[src/rtl/counter_pkg.sv]
// Shared types for the generic up/down counter.
// Holds the terminal-behaviour mode and the run/halt state encodings.
package counter_pkg;

    typedef enum logic [1:0] {
        FREE    = 2'd0,
        SAT     = 2'd1,
        ONESHOT = 2'd2,
        RELOAD  = 2'd3
    } mode_t;

    typedef enum logic {
        RUN  = 1'b0,
        HALT = 1'b1
    } cnt_state_t;

endpackage

[src/rtl/gen_counter.sv]
// Generic up/down counter with selectable terminal behaviour
// (wrap, saturate, one-shot halt, reload from last loaded value).
//
// Ports:
//   clk     : clock, all state changes on rising edge
//   rst     : synchronous active-high reset
//   data    : load value (clamped to MAX_VAL)
//   load    : load strobe, beats enable
//   enable  : step strobe, ignored while halted
//   up      : 1 = count up, 0 = count down
//   mode    : terminal behaviour (mode_t)
//   count   : registered counter value
//   tc      : registered one-cycle terminal-event pulse
//   done    : registered, high while halted
module gen_counter
    import counter_pkg::*;
#(
    parameter int               WIDTH   = 8,
    parameter logic [WIDTH-1:0] MAX_VAL = {WIDTH{1'b1}}
) (
    input  logic             clk,
    input  logic             rst,
    input  logic [WIDTH-1:0] data,
    input  logic             load,
    input  logic             enable,
    input  logic             up,
    input  mode_t            mode,
    output logic [WIDTH-1:0] count,
    output logic             tc,
    output logic             done
);

    logic [WIDTH-1:0] r_count;
    logic [WIDTH-1:0] r_reload;
    logic             r_tc;
    logic             r_done;
    logic             r_sat_flag;
    mode_t            r_mode;
    cnt_state_t       r_state;

    logic [WIDTH-1:0] w_load_val;
    logic [WIDTH-1:0] w_term_val;
    logic [WIDTH-1:0] w_step_val;
    logic             w_at_term;
    logic             w_mode_chg;
    logic             w_sat_flag;
    logic             w_step;

    always_comb begin
        w_load_val = (data > MAX_VAL) ? MAX_VAL : data;
        w_term_val = up ? MAX_VAL : '0;
        w_at_term  = (r_count == w_term_val);
        w_step_val = up ? (r_count + WIDTH'(1)) : (r_count - WIDTH'(1));
        // r_mode holds last cycle's mode; any difference drops the
        // saturate first-block flag so the next blocked step pulses again.
        w_mode_chg = (mode != r_mode);
        w_sat_flag = r_sat_flag && !w_mode_chg;
        w_step     = enable && (r_state == RUN);
    end

    always_ff @(posedge clk) begin
        if (rst) begin
            r_count    <= '0;
            r_reload   <= '0;
            r_tc       <= 1'b0;
            r_done     <= 1'b0;
            r_sat_flag <= 1'b0;
            r_mode     <= mode;
            r_state    <= RUN;
        end else begin
            r_mode     <= mode;
            r_tc       <= 1'b0;
            r_sat_flag <= w_sat_flag;
            if (load) begin
                r_count    <= w_load_val;
                r_reload   <= w_load_val;
                r_sat_flag <= 1'b0;
                r_state    <= RUN;
                r_done     <= 1'b0;
            end else if (w_step) begin
                if (!w_at_term) begin
                    r_count    <= w_step_val;
                    r_sat_flag <= 1'b0;
                end else begin
                    unique case (mode)
                        FREE: begin
                            r_count <= up ? '0 : MAX_VAL;
                            r_tc    <= 1'b1;
                        end
                        SAT: begin
                            // Pulse only on the first blocked step.
                            r_tc       <= !w_sat_flag;
                            r_sat_flag <= 1'b1;
                        end
                        ONESHOT: begin
                            r_tc    <= 1'b1;
                            r_state <= HALT;
                            r_done  <= 1'b1;
                        end
                        RELOAD: begin
                            r_count <= r_reload;
                            r_tc    <= 1'b1;
                        end
                        default: begin
                            r_tc <= 1'b0;
                        end
                    endcase
                end
            end
        end
    end

    assign count = r_count;
    assign tc    = r_tc;
    assign done  = r_done;

endmodule

[config.mk]
export PLATFORM = sky130hd
export DESIGN_NAME = gen_counter
export DESIGN_NICKNAME = d
export VERILOG_FILES = /design/src/rtl/counter_pkg.sv /design/src/rtl/gen_counter.sv
export SDC_FILE = /design/constraint.sdc
export NUM_CORES = 1
export LEC_CHECK = 0
export ABC_AREA = 1
export CORE_MARGIN = 2
export CORE_UTILIZATION = 52
export DETAILED_ROUTE_END_ITERATION = 10
export HOLD_SLACK_MARGIN = 0.12
export PLACE_DENSITY = 0.84
export SYNTH_ARGS = -nofsm -noshare
export SYNTH_HDL_FRONTEND = slang
export SYNTH_SLANG_ARGS = --single-unit
export TNS_END_PERCENT = 5
[constraint.sdc]
create_clock -name clk -period 2.2 [get_ports clk]
set_clock_uncertainty 0.15 [all_clocks]
set_input_delay 0.55 -clock clk [delete_from_list [all_inputs] [get_ports clk]]
set_output_delay 0.55 -clock clk [all_outputs]
set_load 0.02 [all_outputs]
==> reports/qor.txt, run 1 <==
Global route overflow -> 0
H-tree depth -> 1
Synth top area share -> 0.301
WP buf/inv -> 1
Routed Antenna Nets -> 0
CTS Buf Count -> 3
Yosys top cell by area -> dfxtp_1
Initial antenna violation count -> 0
Global-route usage over all layers -> 0.229
Ys async rst share -> 0
DRC marker count from the first detailed-route iteration -> 47
N_diodes -> 0
Vias per cell -> 5.16
Routed Wire Length -> 3.35 mm
Final #Nets -> 278
Die Width -> 55.8 um
#FFs+latches synth -> 21
Setup tns final -> 0 ps
Cells after synthesis -> 204
Cell with the most instances after synthesis -> nand2_1
Worst min-delay path class -> register to register
CP arrival -> 1390 ps
Power Density -> 553 mW/mm^2
Buffer depth of the longest clock path -> 2
Crit path max fanout -> 4
Wire length per cell -> 11.9 um
Final Setup Violations -> 0
FF+latch area -> 420 um^2
Layout cells sized above 1 -> 0.147
Post-synth top cells -> nand2_1, inv_1, dfxtp_1
Post-Syn Nets -> 230
Area taken by multi-input logic gates -> 830 um^2
Critical-path top delay cell -> clkdlybuf4s50_1
Port Buffers -> 24
Largest net degree at the start of global routing -> 12
Run status -> finished, final reports clean
Crit path max-delay family -> buffers and inverters
Vias in the first global route -> 1378
Core area -> 0.00252 mm^2
Hold_buf cts -> 0
R2R Setup Slk -> 350 ps
Post-synth top flop -> dfxtp_1
Initial Util -> 0.554
Post-synthesis sequential area ratio -> 0.301
Fill cells -> 226
Slew Limit Fails -> 0
Worst Max-Slew Pin Slew -> 299 ps
Period minus WS final -> 2090 ps
Synth area leaders -> dfxtp_1, nand2_1, ha_1
Slew headroom -> 0.800
Critical path capture point type -> output pin
Clock Tree Root -> clkbuf_4
Worst EP required -> 1500 ps
Power Total -> 1030 uW
Yosys warning count -> 0
P_leak -> 0.000901 uW
Reg clk slew, reported paths -> 110 ps
Ports -> 25
Maximum vdd drop -> 0.000509 V
Mapped cell area -> 0.00140 mm^2
GP Congestion -> 0.832
Clock latency on the worst-skew pair -> 310 ps
P&R area growth vs syn -> 32.7%
Unrepaired setup endpoints after global routing -> false
Fmax -> 478 MHz
Hold Fails Final Rpt -> 0
Critical path launch point type -> register
Crit Path Class -> register to output pin
Routed vias -> 1449
Post-DP HPWL -> 2.74 mm
Die height -> 55.8 um
Die area -> 0.00312 mm^2
Max incr delay on CP -> 650 ps
Final Cycle Share -> 0.951
Residual DRC count -> 0
CTS tree -> yes
# rows -> 18
Netlist cell types -> 27
Clock Sinks -> 21
EDFF count, synth -> 0
Max_cap viols -> 0
Critical path cell sequence -> clkdlybuf4s50_1
Mean post-synth cell area -> 6.85 um^2
First-pass GRT wire length -> 5.84 mm
DR pass1 iterations -> 4
cell type report:
type / instances / area share
Inverter: 29 / 0.0628
Clock buffer: 4 / 0.0142
Multi-Input combinational cell: 150 / 0.447
Timing Repair Buffer: 47 / 0.229
Tap cell: 30 / 0.0202
Sequential cell: 21 / 0.227
sequential cells by signal, summed over array words and instances (netlist names):
name,flops
tc,1
r_reload,8
r_sat_flag,1
r_state,1
r_mode,2
count,8
kinds of logic after synthesis:
family          count (synthesis)  synth area share
compound gates                 47             0.190
fa+ha+maj                      11             0.104
flops                          21             0.301
buf+inv                        33             0.107
xor+xnor                        3            0.0242
simple gates                   89             0.274
metrics by stage:
step / std cells / hold slack [ps] / utilization / setup WS, ps / area [um^2]
3_3_place_gp: 276 / 305 / 0.721 / -449 / 1820
2_1_floorplan: 204 / 291 / - / 110 / 1400
3_5_place_dp: 276 / 311 / 0.721 / -540 / 1820
6_report: 281 / 325 / 0.735 / 108 / 1850
4_1_cts: 281 / 329 / 0.735 / 116 / 1850
5_1_grt: 281 / 350 / 0.735 / 35.0 / 1850
where the power goes:
part,switching (uW),internal (uW),leakage (uW)
Clock,118,70.9,0.0000150
Sequential,20.5,408,0.000174
Combinational,213,194,0.000712
Total,352,673,0.000901
placed cells by master (no fill, tap or decap), types with 9 or more instances in the layout:
master	instances
inv_1	26
buf_4	22
o21ai_0	11
a21oi_1	14
clkdlybuf4s50_1	23
nor2_1	10
ha_1	10
dfxtp_1	21
nand2_1	60
nand3_1	9
metal layers:
layer,track usage,up-vias,part of all wire
met2,0.376,40,0.46
met4,0.126,0,0.041
met5,0,-,0
li1,-,755,-
met3,0.0256,15,0.035
met1,0.293,639,0.46
path summary, 6_finish.rpt:
path	from	endpoint	depth (start not counted)
worst max-delay path	count[1]	count[1]	1
worst min-delay path	r_reload[1]	r_reload[1]	2
worst max register to register	count[1]	count[3]	8
worst min register to register	r_reload[1]	r_reload[1]	2
what timing repair did:
| item | CTS | global route |
|---|---|---|
| resized for setup | 3 | 0 |
| endpoints found under the setup margin | 10 | 0 |
| setup buffers | 1 | 0 |
Power figures use the tool's default switching activity.
==> run 2: changes to the inputs <==
--- a/config.mk
+++ b/config.mk
@@ -6,6 +6,7 @@
 export NUM_CORES = 1
 export LEC_CHECK = 0
 export ABC_AREA = 1
+export CAP_MARGIN = 15
 export CORE_MARGIN = 2
 export CORE_UTILIZATION = 52
 export DETAILED_ROUTE_END_ITERATION = 10
==> results of run 2 <==
Same layout as run 1: the final DEF is identical, and so are final timing and power.
==> run 3: changes to the inputs <==
--- a/config.mk
+++ b/config.mk
@@ -10,6 +10,7 @@
 export CORE_MARGIN = 2
 export CORE_UTILIZATION = 52
 export DETAILED_ROUTE_END_ITERATION = 10
+export GPL_ROUTABILITY_DRIVEN = 0
 export HOLD_SLACK_MARGIN = 0.12
 export PLACE_DENSITY = 0.84
 export SYNTH_ARGS = -nofsm -noshare
==> results of run 3 <==
Same layout as run 1: the final DEF is identical, and so are final timing and power.
